File: src/rtl/instr_decode_stage_if.sv
// Fetch->decode->execute handshake bundle for instr_decode_stage (DECODER_M_EXT_EN adds out_muldiv).
// master = fetch/execute side, slave = the decode stage.
interface instr_decode_stage_if #(
  parameter int XLEN  = 32,
  parameter int CNT_W = 16
);
  logic             flush;
  logic             in_valid;
  logic             in_ready;
  logic [31:0]      in_instr;
  logic [XLEN-1:0]  in_pc;
  logic             out_valid;
  logic             out_ready;
  logic [XLEN-1:0]  out_pc;
  logic [4:0]       out_rd;
  logic [4:0]       out_rs1;
  logic [4:0]       out_rs2;
  logic [2:0]       out_funct3;
  logic             out_alt;
  logic [XLEN-1:0]  out_imm;
  logic [3:0]       out_class;
  logic             out_regfile_we;
  logic             out_mem_re;
  logic             out_mem_we;
  logic             out_branch;
  logic             out_jump;
  logic             out_illegal;
  logic [CNT_W-1:0] illegal_cnt;
`ifdef DECODER_M_EXT_EN
  logic             out_muldiv;
`endif

  modport master (
    output flush, in_valid, in_instr, in_pc, out_ready,
    input  in_ready, out_valid, out_pc, out_rd, out_rs1, out_rs2, out_funct3, out_alt,
           out_imm, out_class, out_regfile_we, out_mem_re, out_mem_we, out_branch,
           out_jump, out_illegal, illegal_cnt
`ifdef DECODER_M_EXT_EN
    , input out_muldiv
`endif
  );

  modport slave (
    input  flush, in_valid, in_instr, in_pc, out_ready,
    output in_ready, out_valid, out_pc, out_rd, out_rs1, out_rs2, out_funct3, out_alt,
           out_imm, out_class, out_regfile_we, out_mem_re, out_mem_we, out_branch,
           out_jump, out_illegal, illegal_cnt
`ifdef DECODER_M_EXT_EN
    , output out_muldiv
`endif
  );
endinterface

File: src/rtl/instr_decode_stage.sv
// RV32I/RV64I decode stage: single-entry register, decoded fields 1 cycle after accept.
// Holds output while out_ready is low (in_ready drops); flush wins; DECODER_M_EXT_EN decodes M-extension OP words.
module instr_decode_stage #(
  parameter int XLEN  = 32,
  parameter int CNT_W = 16
) (
  input logic clk,
  input logic rst,
  instr_decode_stage_if.slave bus
);

  localparam logic [6:0] OPC_LUI    = 7'b0110111;
  localparam logic [6:0] OPC_AUIPC  = 7'b0010111;
  localparam logic [6:0] OPC_JAL    = 7'b1101111;
  localparam logic [6:0] OPC_JALR   = 7'b1100111;
  localparam logic [6:0] OPC_BRANCH = 7'b1100011;
  localparam logic [6:0] OPC_LOAD   = 7'b0000011;
  localparam logic [6:0] OPC_STORE  = 7'b0100011;
  localparam logic [6:0] OPC_OPIMM  = 7'b0010011;
  localparam logic [6:0] OPC_OP     = 7'b0110011;
  localparam logic [6:0] OPC_FENCE  = 7'b0001111;
  localparam logic [6:0] OPC_SYSTEM = 7'b1110011;

  localparam logic [3:0] CLS_LUI     = 4'd1;
  localparam logic [3:0] CLS_AUIPC   = 4'd2;
  localparam logic [3:0] CLS_JAL     = 4'd3;
  localparam logic [3:0] CLS_JALR    = 4'd4;
  localparam logic [3:0] CLS_BRANCH  = 4'd5;
  localparam logic [3:0] CLS_LOAD    = 4'd6;
  localparam logic [3:0] CLS_STORE   = 4'd7;
  localparam logic [3:0] CLS_OPIMM   = 4'd8;
  localparam logic [3:0] CLS_OP      = 4'd9;
  localparam logic [3:0] CLS_FENCE   = 4'd10;
  localparam logic [3:0] CLS_SYSTEM  = 4'd11;
  localparam logic [3:0] CLS_ILLEGAL = 4'd15;

  typedef struct packed {
    logic [XLEN-1:0] pc;
    logic [4:0]      rd;
    logic [4:0]      rs1;
    logic [4:0]      rs2;
    logic [2:0]      funct3;
    logic            alt;
    logic [XLEN-1:0] imm;
    logic [3:0]      cls;
    logic            regfile_we;
    logic            mem_re;
    logic            mem_we;
    logic            branch;
    logic            jump;
    logic            illegal;
`ifdef DECODER_M_EXT_EN
    logic            muldiv;
`endif
  } dec_t;

  logic [31:0]      instr;
  logic [6:0]       opcode;
  logic [2:0]       f3;
  logic [6:0]       f7;
  dec_t             dec_d;
  dec_t             dec_q;
  logic             valid_q;
  logic [CNT_W-1:0] cnt_q;
  logic             accept;

  logic [3:0]       cls;
  logic             legal;
  logic             wb;
  logic             muldiv;
  logic [31:0]      imm32;

  assign instr  = bus.in_instr;
  assign opcode = instr[6:0];
  assign f3     = instr[14:12];
  assign f7     = instr[31:25];

  always_comb begin
    cls    = CLS_ILLEGAL;
    legal  = 1'b1;
    wb     = 1'b0;
    muldiv = 1'b0;
    imm32  = '0;
    case (opcode)
      OPC_LUI: begin
        cls = CLS_LUI; wb = 1'b1; imm32 = {instr[31:12], 12'b0};
      end
      OPC_AUIPC: begin
        cls = CLS_AUIPC; wb = 1'b1; imm32 = {instr[31:12], 12'b0};
      end
      OPC_JAL: begin
        cls = CLS_JAL; wb = 1'b1;
        imm32 = {{12{instr[31]}}, instr[19:12], instr[20], instr[30:21], 1'b0};
      end
      OPC_JALR: begin
        cls = CLS_JALR; wb = 1'b1; legal = (f3 == 3'b000);
        imm32 = {{20{instr[31]}}, instr[31:20]};
      end
      OPC_BRANCH: begin
        cls = CLS_BRANCH; legal = !(f3 == 3'b010 || f3 == 3'b011);
        imm32 = {{20{instr[31]}}, instr[7], instr[30:25], instr[11:8], 1'b0};
      end
      OPC_LOAD: begin
        cls = CLS_LOAD; wb = 1'b1;
        legal = (XLEN == 64) ? (f3 != 3'b111)
                             : !(f3 == 3'b011 || f3 == 3'b110 || f3 == 3'b111);
        imm32 = {{20{instr[31]}}, instr[31:20]};
      end
      OPC_STORE: begin
        cls = CLS_STORE;
        legal = (XLEN == 64) ? (f3 <= 3'b011) : (f3 <= 3'b010);
        imm32 = {{20{instr[31]}}, instr[31:25], instr[11:7]};
      end
      OPC_OPIMM: begin
        cls = CLS_OPIMM; wb = 1'b1;
        imm32 = {{20{instr[31]}}, instr[31:20]};
        // RV64 shifts use a 6-bit shamt, so only instr[31:26] is funct
        if (f3 == 3'b001)
          legal = (XLEN == 64) ? (instr[31:26] == 6'b000000) : (f7 == 7'b0000000);
        else if (f3 == 3'b101)
          legal = (XLEN == 64) ? (instr[31:26] == 6'b000000 || instr[31:26] == 6'b010000)
                               : (f7 == 7'b0000000 || f7 == 7'b0100000);
      end
      OPC_OP: begin
        cls = CLS_OP; wb = 1'b1;
        if (f7 == 7'b0000000)
          legal = 1'b1;
        else if (f7 == 7'b0100000)
          legal = (f3 == 3'b000 || f3 == 3'b101);
`ifdef DECODER_M_EXT_EN
        else if (f7 == 7'b0000001)
          muldiv = 1'b1;
`endif
        else
          legal = 1'b0;
      end
      OPC_FENCE: cls = CLS_FENCE;
      OPC_SYSTEM: begin
        cls = CLS_SYSTEM;
        legal = (instr == 32'h0000_0073 || instr == 32'h0010_0073);
        imm32 = {{20{instr[31]}}, instr[31:20]};
      end
      default: legal = 1'b0;
    endcase
    if (instr[1:0] != 2'b11 || instr == '0 || instr == '1)
      legal = 1'b0;

    dec_d        = '0;
    dec_d.pc     = bus.in_pc;
    dec_d.rd     = instr[11:7];
    dec_d.rs1    = instr[19:15];
    dec_d.rs2    = instr[24:20];
    dec_d.funct3 = f3;
    dec_d.alt    = instr[30];
    if (legal) begin
      dec_d.cls        = cls;
      dec_d.imm        = XLEN'($signed(imm32));
      dec_d.regfile_we = wb && (instr[11:7] != 5'd0);
      dec_d.mem_re     = (cls == CLS_LOAD);
      dec_d.mem_we     = (cls == CLS_STORE);
      dec_d.branch     = (cls == CLS_BRANCH);
      dec_d.jump       = (cls == CLS_JAL || cls == CLS_JALR);
`ifdef DECODER_M_EXT_EN
      dec_d.muldiv     = muldiv;
`endif
    end else begin
      dec_d.cls     = CLS_ILLEGAL;
      dec_d.illegal = 1'b1;
    end
  end

  assign bus.in_ready = (!valid_q || bus.out_ready) && !bus.flush;
  assign accept       = bus.in_valid && bus.in_ready;

  // in_ready already excludes flush, so accept and flush never coincide
  always_ff @(posedge clk or posedge rst) begin
    if (rst) begin
      valid_q <= 1'b0;
      dec_q   <= '0;
      cnt_q   <= '0;
    end else begin
      if (bus.flush)
        valid_q <= 1'b0;
      else if (accept) begin
        valid_q <= 1'b1;
        dec_q   <= dec_d;
      end else if (bus.out_ready)
        valid_q <= 1'b0;
      if (accept && dec_d.illegal && cnt_q != '1)
        cnt_q <= cnt_q + CNT_W'(1);
    end
  end

  assign bus.out_valid      = valid_q;
  assign bus.out_pc         = dec_q.pc;
  assign bus.out_rd         = dec_q.rd;
  assign bus.out_rs1        = dec_q.rs1;
  assign bus.out_rs2        = dec_q.rs2;
  assign bus.out_funct3     = dec_q.funct3;
  assign bus.out_alt        = dec_q.alt;
  assign bus.out_imm        = dec_q.imm;
  assign bus.out_class      = dec_q.cls;
  assign bus.out_regfile_we = dec_q.regfile_we;
  assign bus.out_mem_re     = dec_q.mem_re;
  assign bus.out_mem_we     = dec_q.mem_we;
  assign bus.out_branch     = dec_q.branch;
  assign bus.out_jump       = dec_q.jump;
  assign bus.out_illegal    = dec_q.illegal;
  assign bus.illegal_cnt    = cnt_q;
`ifdef DECODER_M_EXT_EN
  assign bus.out_muldiv     = dec_q.muldiv;
`endif

endmodule

File: src/flat_wrapper.sv
// flat-port wrapper written by rule: the top's interface ports become plain ports
module instr_decode_stage_flat 
#(
  parameter int XLEN  = 32,
  parameter int CNT_W = 16
)
  (clk, rst, bus_flush, bus_in_valid, bus_in_instr, bus_in_pc, bus_out_ready, bus_in_ready, bus_out_valid, bus_out_pc, bus_out_rd, bus_out_rs1, bus_out_rs2, bus_out_funct3, bus_out_alt, bus_out_imm, bus_out_class, bus_out_regfile_we, bus_out_mem_re, bus_out_mem_we, bus_out_branch, bus_out_jump, bus_out_illegal, bus_illegal_cnt);
  instr_decode_stage_if #(.XLEN(XLEN), .CNT_W(CNT_W)) bus_i ();
  input logic clk;
  input logic rst;
  input wire logic [$bits(bus_i.flush)-1:0] bus_flush;
  input wire logic [$bits(bus_i.in_valid)-1:0] bus_in_valid;
  input wire logic [$bits(bus_i.in_instr)-1:0] bus_in_instr;
  input wire logic [$bits(bus_i.in_pc)-1:0] bus_in_pc;
  input wire logic [$bits(bus_i.out_ready)-1:0] bus_out_ready;
  output wire logic [$bits(bus_i.in_ready)-1:0] bus_in_ready;
  output wire logic [$bits(bus_i.out_valid)-1:0] bus_out_valid;
  output wire logic [$bits(bus_i.out_pc)-1:0] bus_out_pc;
  output wire logic [$bits(bus_i.out_rd)-1:0] bus_out_rd;
  output wire logic [$bits(bus_i.out_rs1)-1:0] bus_out_rs1;
  output wire logic [$bits(bus_i.out_rs2)-1:0] bus_out_rs2;
  output wire logic [$bits(bus_i.out_funct3)-1:0] bus_out_funct3;
  output wire logic [$bits(bus_i.out_alt)-1:0] bus_out_alt;
  output wire logic [$bits(bus_i.out_imm)-1:0] bus_out_imm;
  output wire logic [$bits(bus_i.out_class)-1:0] bus_out_class;
  output wire logic [$bits(bus_i.out_regfile_we)-1:0] bus_out_regfile_we;
  output wire logic [$bits(bus_i.out_mem_re)-1:0] bus_out_mem_re;
  output wire logic [$bits(bus_i.out_mem_we)-1:0] bus_out_mem_we;
  output wire logic [$bits(bus_i.out_branch)-1:0] bus_out_branch;
  output wire logic [$bits(bus_i.out_jump)-1:0] bus_out_jump;
  output wire logic [$bits(bus_i.out_illegal)-1:0] bus_out_illegal;
  output wire logic [$bits(bus_i.illegal_cnt)-1:0] bus_illegal_cnt;
  assign bus_i.flush = bus_flush;
  assign bus_i.in_valid = bus_in_valid;
  assign bus_i.in_instr = bus_in_instr;
  assign bus_i.in_pc = bus_in_pc;
  assign bus_i.out_ready = bus_out_ready;
  assign bus_in_ready = bus_i.in_ready;
  assign bus_out_valid = bus_i.out_valid;
  assign bus_out_pc = bus_i.out_pc;
  assign bus_out_rd = bus_i.out_rd;
  assign bus_out_rs1 = bus_i.out_rs1;
  assign bus_out_rs2 = bus_i.out_rs2;
  assign bus_out_funct3 = bus_i.out_funct3;
  assign bus_out_alt = bus_i.out_alt;
  assign bus_out_imm = bus_i.out_imm;
  assign bus_out_class = bus_i.out_class;
  assign bus_out_regfile_we = bus_i.out_regfile_we;
  assign bus_out_mem_re = bus_i.out_mem_re;
  assign bus_out_mem_we = bus_i.out_mem_we;
  assign bus_out_branch = bus_i.out_branch;
  assign bus_out_jump = bus_i.out_jump;
  assign bus_out_illegal = bus_i.out_illegal;
  assign bus_illegal_cnt = bus_i.illegal_cnt;
  instr_decode_stage #(.XLEN(XLEN), .CNT_W(CNT_W)) u_core (.clk(clk), .rst(rst), .bus(bus_i));
endmodule
File: config.mk
export PLATFORM = sky130hd
export DESIGN_NAME = instr_decode_stage_flat
export DESIGN_NICKNAME = d
export VERILOG_FILES = /design/src/rtl/instr_decode_stage_if.sv /design/src/rtl/instr_decode_stage.sv /design/src/flat_wrapper.sv
export SDC_FILE = /design/constraint.sdc
export NUM_CORES = 1
export LEC_CHECK = 0
export BUFFER_PORTS_ARGS = -buffer_cell sky130_fd_sc_hd__buf_4
export CAP_MARGIN = 25
export CORE_UTILIZATION = 54
export DETAILED_ROUTE_END_ITERATION = 16
export GPL_ROUTABILITY_DRIVEN = 0
export PLACE_DENSITY = 0.82
export SYNTH_ARGS = -nofsm -noshare
export SYNTH_HDL_FRONTEND = slang
export SYNTH_SLANG_ARGS = --single-unit
File: constraint.sdc
create_clock -name clk -period 7.11 [get_ports clk]
set_input_delay 1.422 -clock clk [delete_from_list [all_inputs] [get_ports clk]]
set_output_delay 1.422 -clock clk [all_outputs]
set_load 0.1 [all_outputs]
### After elaboration in Yosys (flattened, before gate mapping)

Index checks and enable logic that the tools add are counted.

* add/sub/neg operators: 1
* multipliers: 0
* div/mod/pow operators: 0
* $lt $le $gt $ge: 1
* eq/ne operators: 28
* shift-type cells: 0
* muxes and demuxes: 16
* bitwise logic cells: 1
* reduce and logical (&&, ||, !) cells: 29

Operators by type and width (count)
* case mux 32 bit (5 select lines): 1
* case mux 4 bit (11 select lines): 1
* equality test 32 x 21 -> 1 bit (second input constant): 1
* equality test 32 bit (second input constant): 1
* equality test 32 x 7 -> 1 bit (second input constant): 1
* zero test 32 bit: 1
* two-way mux 32 bit: 1
* equality test 7 x 6 -> 1 bit (second input constant): 4
* equality test 7 bit (second input constant): 4
* adder 16 x 1 -> 16 bit (second input constant): 1
* equality test 4 x 3 -> 1 bit (second input constant): 4
* inequality test 16 bit (second input constant): 1
* equality test 7 x 5 -> 1 bit (second input constant): 2
* logical OR 1 bit: 10
* two-way mux 1 bit: 10
* equality test 3 bit (second input constant): 3
* case mux 1 bit (8 select lines): 1
* OR reduction 4 bit: 2
* equality test 7 x 2 -> 1 bit (second input constant): 1
* equality test 7 x 4 -> 1 bit (second input constant): 1
* zero test 7 bit: 1
* OR reduction 7 bit: 1
* equality test 3 x 2 -> 1 bit (second input constant): 2
* logical AND 1 bit: 5
* other kinds (13): 16

* bits in registers: 110
* latch bits: 0
* RAM bits: 0
* bits in read-only memories: 0
* input port bits: 69
* output and inout port bits: 111
* logic and storage cells: 92
* memories: 0

### Depth between registers and ports, before layout

* word-level depth: 9
* depth in mapped cells: 9

### Worst setup path before layout

Ideal clock, no wire load.

* path kind: in2out
* start point: input port bus_out_ready
* end point: output port bus_in_ready
* arrival: 2755 ps
* required time: 5688 ps
* slack: 2933 ps
* cell stages on the path: 2
* buffers on the path: 0
* cell sequence: nor2b_1 nor2_1

* longest elaborated chain between the ends: 2

Ends and longest elaborated chain
* start: declaration: line flat_wrapper.sv:15 `input wire logic [$bits(bus_i.out_ready)-1:0] bus_out_ready;`
* logical OR 1 bit: line instr_decode_stage.sv:172 `assign bus.in_ready = (!valid_q || bus.out_ready) && !bus.flush;`
* logical AND 1 bit: line instr_decode_stage.sv:172
* end: declaration: line flat_wrapper.sv:16 `output wire logic [$bits(bus_i.in_ready)-1:0] bus_in_ready;`

No other way between the ends.

### Final worst setup path

* start point: input port bus_in_instr[7]
* end point: register u_core.dec_q, in the netlist u_core.bus.out_jump

* longest elaborated chain between the ends: 5

Ends and longest elaborated chain
* start: declaration: line flat_wrapper.sv:13 `input wire logic [$bits(bus_i.in_instr)-1:0] bus_in_instr;`
* equality test 32 x 7 -> 1 bit, or another cell as far along: line instr_decode_stage.sv:140 `legal = (instr == 32'h0000_0073 || instr == 32'h0010_0073);`
* logical OR 1 bit, on equally long branches: line instr_decode_stage.sv:140, instr_decode_stage.sv:145
* case mux 1 bit (8 select lines) / logical OR 1 bit (equally long branches): line instr_decode_stage.sv:84, instr_decode_stage.sv:145
* two-way mux 1 bit (*): line instr_decode_stage.sv:145 `if (instr[1:0] != 2'b11 || instr == '0 || instr == '1)`
* two-way mux 5 bit (*): line instr_decode_stage.sv:155 `if (legal) begin`
* end signal: assignment: line instr_decode_stage.sv:179 `dec_q <= '0;`
* end signal: assignment: line instr_decode_stage.sv:186 `dec_q <= dec_d;`
* end: declaration: line instr_decode_stage.sv:62 `dec_t dec_q;`

Mark *: on every way between the ends. The rest lies on a longest branch, timed or not.
A chain may end at the register's enable or synchronous reset.

==> impl_metrics.csv <==
group,metric,value,unit
global_routing,grt_pass1_vias,4561,
routing,remaining_drc_errors,0,
cells_and_area,layout.nets,792,
clock_network,cts_buffers,9,
synthesis,synth_nets,630,
global_routing,track_usage,29.8,%
worst_setup_path,cp.arrival,4.04,ns
synthesis,avgSynthCellArea,9.02,sq um
worst_setup_path,slowest_stage,"or4_1",
synthesis,syn_area,5050,sq um
timing,timing.final.crit_share,52.9,%
clock_network,numClockSinks,110,
synthesis,synth_warnings,0,
global_routing,grt_pass1_wl,22900,microns
cells_and_area,area_growth,32.9,%
routing,ant_nets,0,
pwr,powerDensity,280,nW/um^2
synthesis,async_flop_share,100,%
clock_network,htreeDepth,3,
cells_and_area,multi_input_comb_area,2150,sq um
cells_and_area,ff_latch_area,2750,sq um
synthesis,synthCells,560,
cells_and_area,antenna-diode-count,0,
die,die_h,98.7,microns
synthesis,synthFlopType,"dfrtp_1",
worst_setup_path,critPathCaptureType,"flop",
timing,holdWs,0.484,ns
routing,wl_per_cell,17.0,microns
clock_network,post_cts_buffers,0,
timing,max_freq,266,MHz
timing,grt_setup_unrepaired,"false",
clock_network,postCtsResizedCells,0,
routing,routed_via_density,5.73,
worst_setup_path,critical_path.max_stage_delay,0.54,ns
worst_setup_path,critPathRequiredTime,7.38,ns
outcome,outcome,"complete, no violations",
global_routing,overflow,0,
synthesis,yosys-top-cells-count,"nand2_1, dfrtp_1, clkbuf_1",
placement,portBuffers,179,
timing,final.setup.tns,0,ns
clock_network,clockBufferDepth,2,
synthesis,synth_edf_count,0,
placement,hpwlAfterDp,10100,microns
worst_setup_path,crit_fanout,27,
worst_setup_path,critPathKind,"in -> reg",
clock_network,tritoncts,"built",
routing,drt-initial-drc-count,228,
worst_setup_path,r2r_slack,4.65,ns
timing,drv_slew,0,
placement,post-place-cells,817,
timing,setup_viol,0,
synthesis,synth-seq-area-share,54.5,%
cells_and_area,final_util,75.5,%
synthesis,yosys-top-cells-area,"dfrtp_1, nand2_1, o31ai_1",
worst_setup_path,cp-endpoint,"u_core.bus.out_jump",
timing,slew_headroom,32.0,%
cells_and_area,fill_cells,644,
timing,worstMarginPinSlew,1.02,ns
die,die_w,98.7,microns
worst_setup_path,startpoint_type,"primary input",
synthesis,synth.distinct_cells,49,
die,start_util,56.8,%
clock_network,hold_buffers,0,
clock_network,clk_pin_slew,0.10,ns
synthesis,synth_top_area_share,54.5,%
die,fp.coreArea,8890,sq um
pwr,leakagePower,0.00337,uW
cells_and_area,drive_above_1_share,29.2,%
synthesis,synth_top_area_cell,"dfrtp_1",
timing,finClkSkew,0.0114,ns
worst_setup_path,crit_start,"bus_in_instr[7]",
routing,vias,4776,
synthesis,synth_most_common_cell,"nand2_1",
worst_setup_path,path_buf_inv,1,
routing,dr.pass1.iters,5,
routing,drt_wl_total,14100,microns
worst_setup_path,r2r_end,"u_core.bus.out_imm[22]",
timing,hold_viol,0,
run,max-cap-violations,0,
global_routing,grt_antenna_before_repair,0,
clock_network,clkLatencyLatePin,0.37,ns
clock_network,clock-root-buffer,"clkbuf_8",
worst_setup_path,rr_worst_depth,7,
cells_and_area,fin_cells,834,
pwr,vdd_drop_max,0.000311,V
worst_setup_path,crit_path_cell_trace,"buf_4 -> or4_1 -> or4b_1 -> o32ai_2 -> nor2_2 -> and2_1 -> o41ai_1",
worst_setup_path,crit_family,"simple AND/OR/NAND/NOR gates",
die,rows,34,
min_path,hp-class,"reg -> reg",
worst_setup_path,cp_num_cells,7,
synthesis,synth_seq_cells,110,
worst_setup_path,r2r-start,"u_core.bus.out_valid",
timing,min_period,3.76,ns
global_routing,grt_max_degree,95,
die,die_area,9740,sq um
die,pin_count,180,
## layout make-up
type / count / area share (%)
clock inverters: 5 / 1.25
multi-input cells: 410 / 32.0
inverters: 4 / 0.261
clock buffers: 10 / 1.90
well taps: 108 / 2.01
repair buffers: 187 / 21.6
flip-flops and latches: 110 / 41.0
## routing by layer
layer | global-route usage [%] | part of all wire (%) | up-vias
met1 | 40.6 | 43 | 2273
li1 | - | - | 2225
met4 | 8.38 | 1.2 | 0
met5 | 0 | 0 | -
met3 | 6.24 | 8.3 | 24
met2 | 48.7 | 48 | 254
## stage by stage
stage          cell area, sq um  setup slack (ns)  power, uW
6_report                   6710              3.35       1880
5_1_grt                    6710              3.21       1940
4_1_cts                    6690              3.08       1880
3_5_place_dp               6480              2.74       1480
3_3_place_gp               6430              2.96       1460
2_1_floorplan              5050              2.79       1290
## flip-flops by register name, summed over array words and instances, names as in the netlist, 3 cells and up
signal and count:
u_core.bus.out_imm 32, u_core.bus.out_rs1 5, u_core.bus.out_rd 5, u_core.bus.out_class 4, u_core.bus.illegal_cnt 16, u_core.bus.out_funct3 3, u_core.bus.out_rs2 5, u_core.bus.out_pc 32
## how the worst min path moves through the flow
stage | from | end | slack [ns] | cells past startpoint
after CTS | u_core.bus.out_pc[3] | u_core.bus.out_pc[3] | 0.49 | 2
after floorplan | u_core.bus.out_pc[0] | u_core.bus.out_pc[0] | 0.96 | 2
after global placement | u_core.bus.out_pc[3] | u_core.bus.out_pc[3] | 0.46 | 2
final | u_core.bus.out_pc[3] | u_core.bus.out_pc[3] | 0.48 | 2
after detailed placement | u_core.bus.out_pc[3] | u_core.bus.out_pc[3] | 0.46 | 2
after global routing | u_core.bus.out_pc[7] | u_core.bus.out_pc[7] | 0.51 | 2
## power breakdown
| part | total (uW) | internal (uW) | switching (uW) |
|---|---|---|---|
| clock network | 413 | 199 | 214 |
| logic | 736 | 152 | 585 |
| registers | 728 | 685 | 42.9 |
## logic make-up after synthesis
kind of cell | Yosys count | share of synthesized area (%)
buffers and inverters | 40 | 3.47
DFF | 110 | 54.5
muxes | 1 | 0.223
and+or+nand+nor | 302 | 26.3
AOI/OAI and AO/OA | 89 | 12.3
adders and majority gates | 1 | 0.248
xor gates and xnor gates | 17 | 2.95
## cells in the final DEF, fill, tap and decap left out, types with 2 or more instances in the layout
master and n:
a211oi_2 2, clkbuf_8 10, and3_1 8, a221o_1 11, nor2_1 21, and4_1 2, o21ai_0 15, and3b_1 2
nor3b_1 2, buf_16 2, inv_1 3, a211oi_1 2, a31oi_1 2, nand3_1 15, nor2b_1 3, nand2b_1 5
xnor2_1 16, o41ai_1 2, nand2_1 202, buf_4 184, o31ai_1 21, nand3b_1 2, or2_2 2, nand4_1 12
nor3_1 10, nor4_1 3, bufinv_16 2, a21oi_1 21, dfrtp_1 110, a22oi_1 5, and2_1 3
## tightest hold or removal path: cells and delay by family (launching register included)
| family | cells | cell delay (ns) |
|---|---|---|
| flip-flops | 1 | 0.35 |
| AND/OR/NAND/NOR | 2 | 0.10 |
No activity file was read; power rests on OpenSTA's default activity.
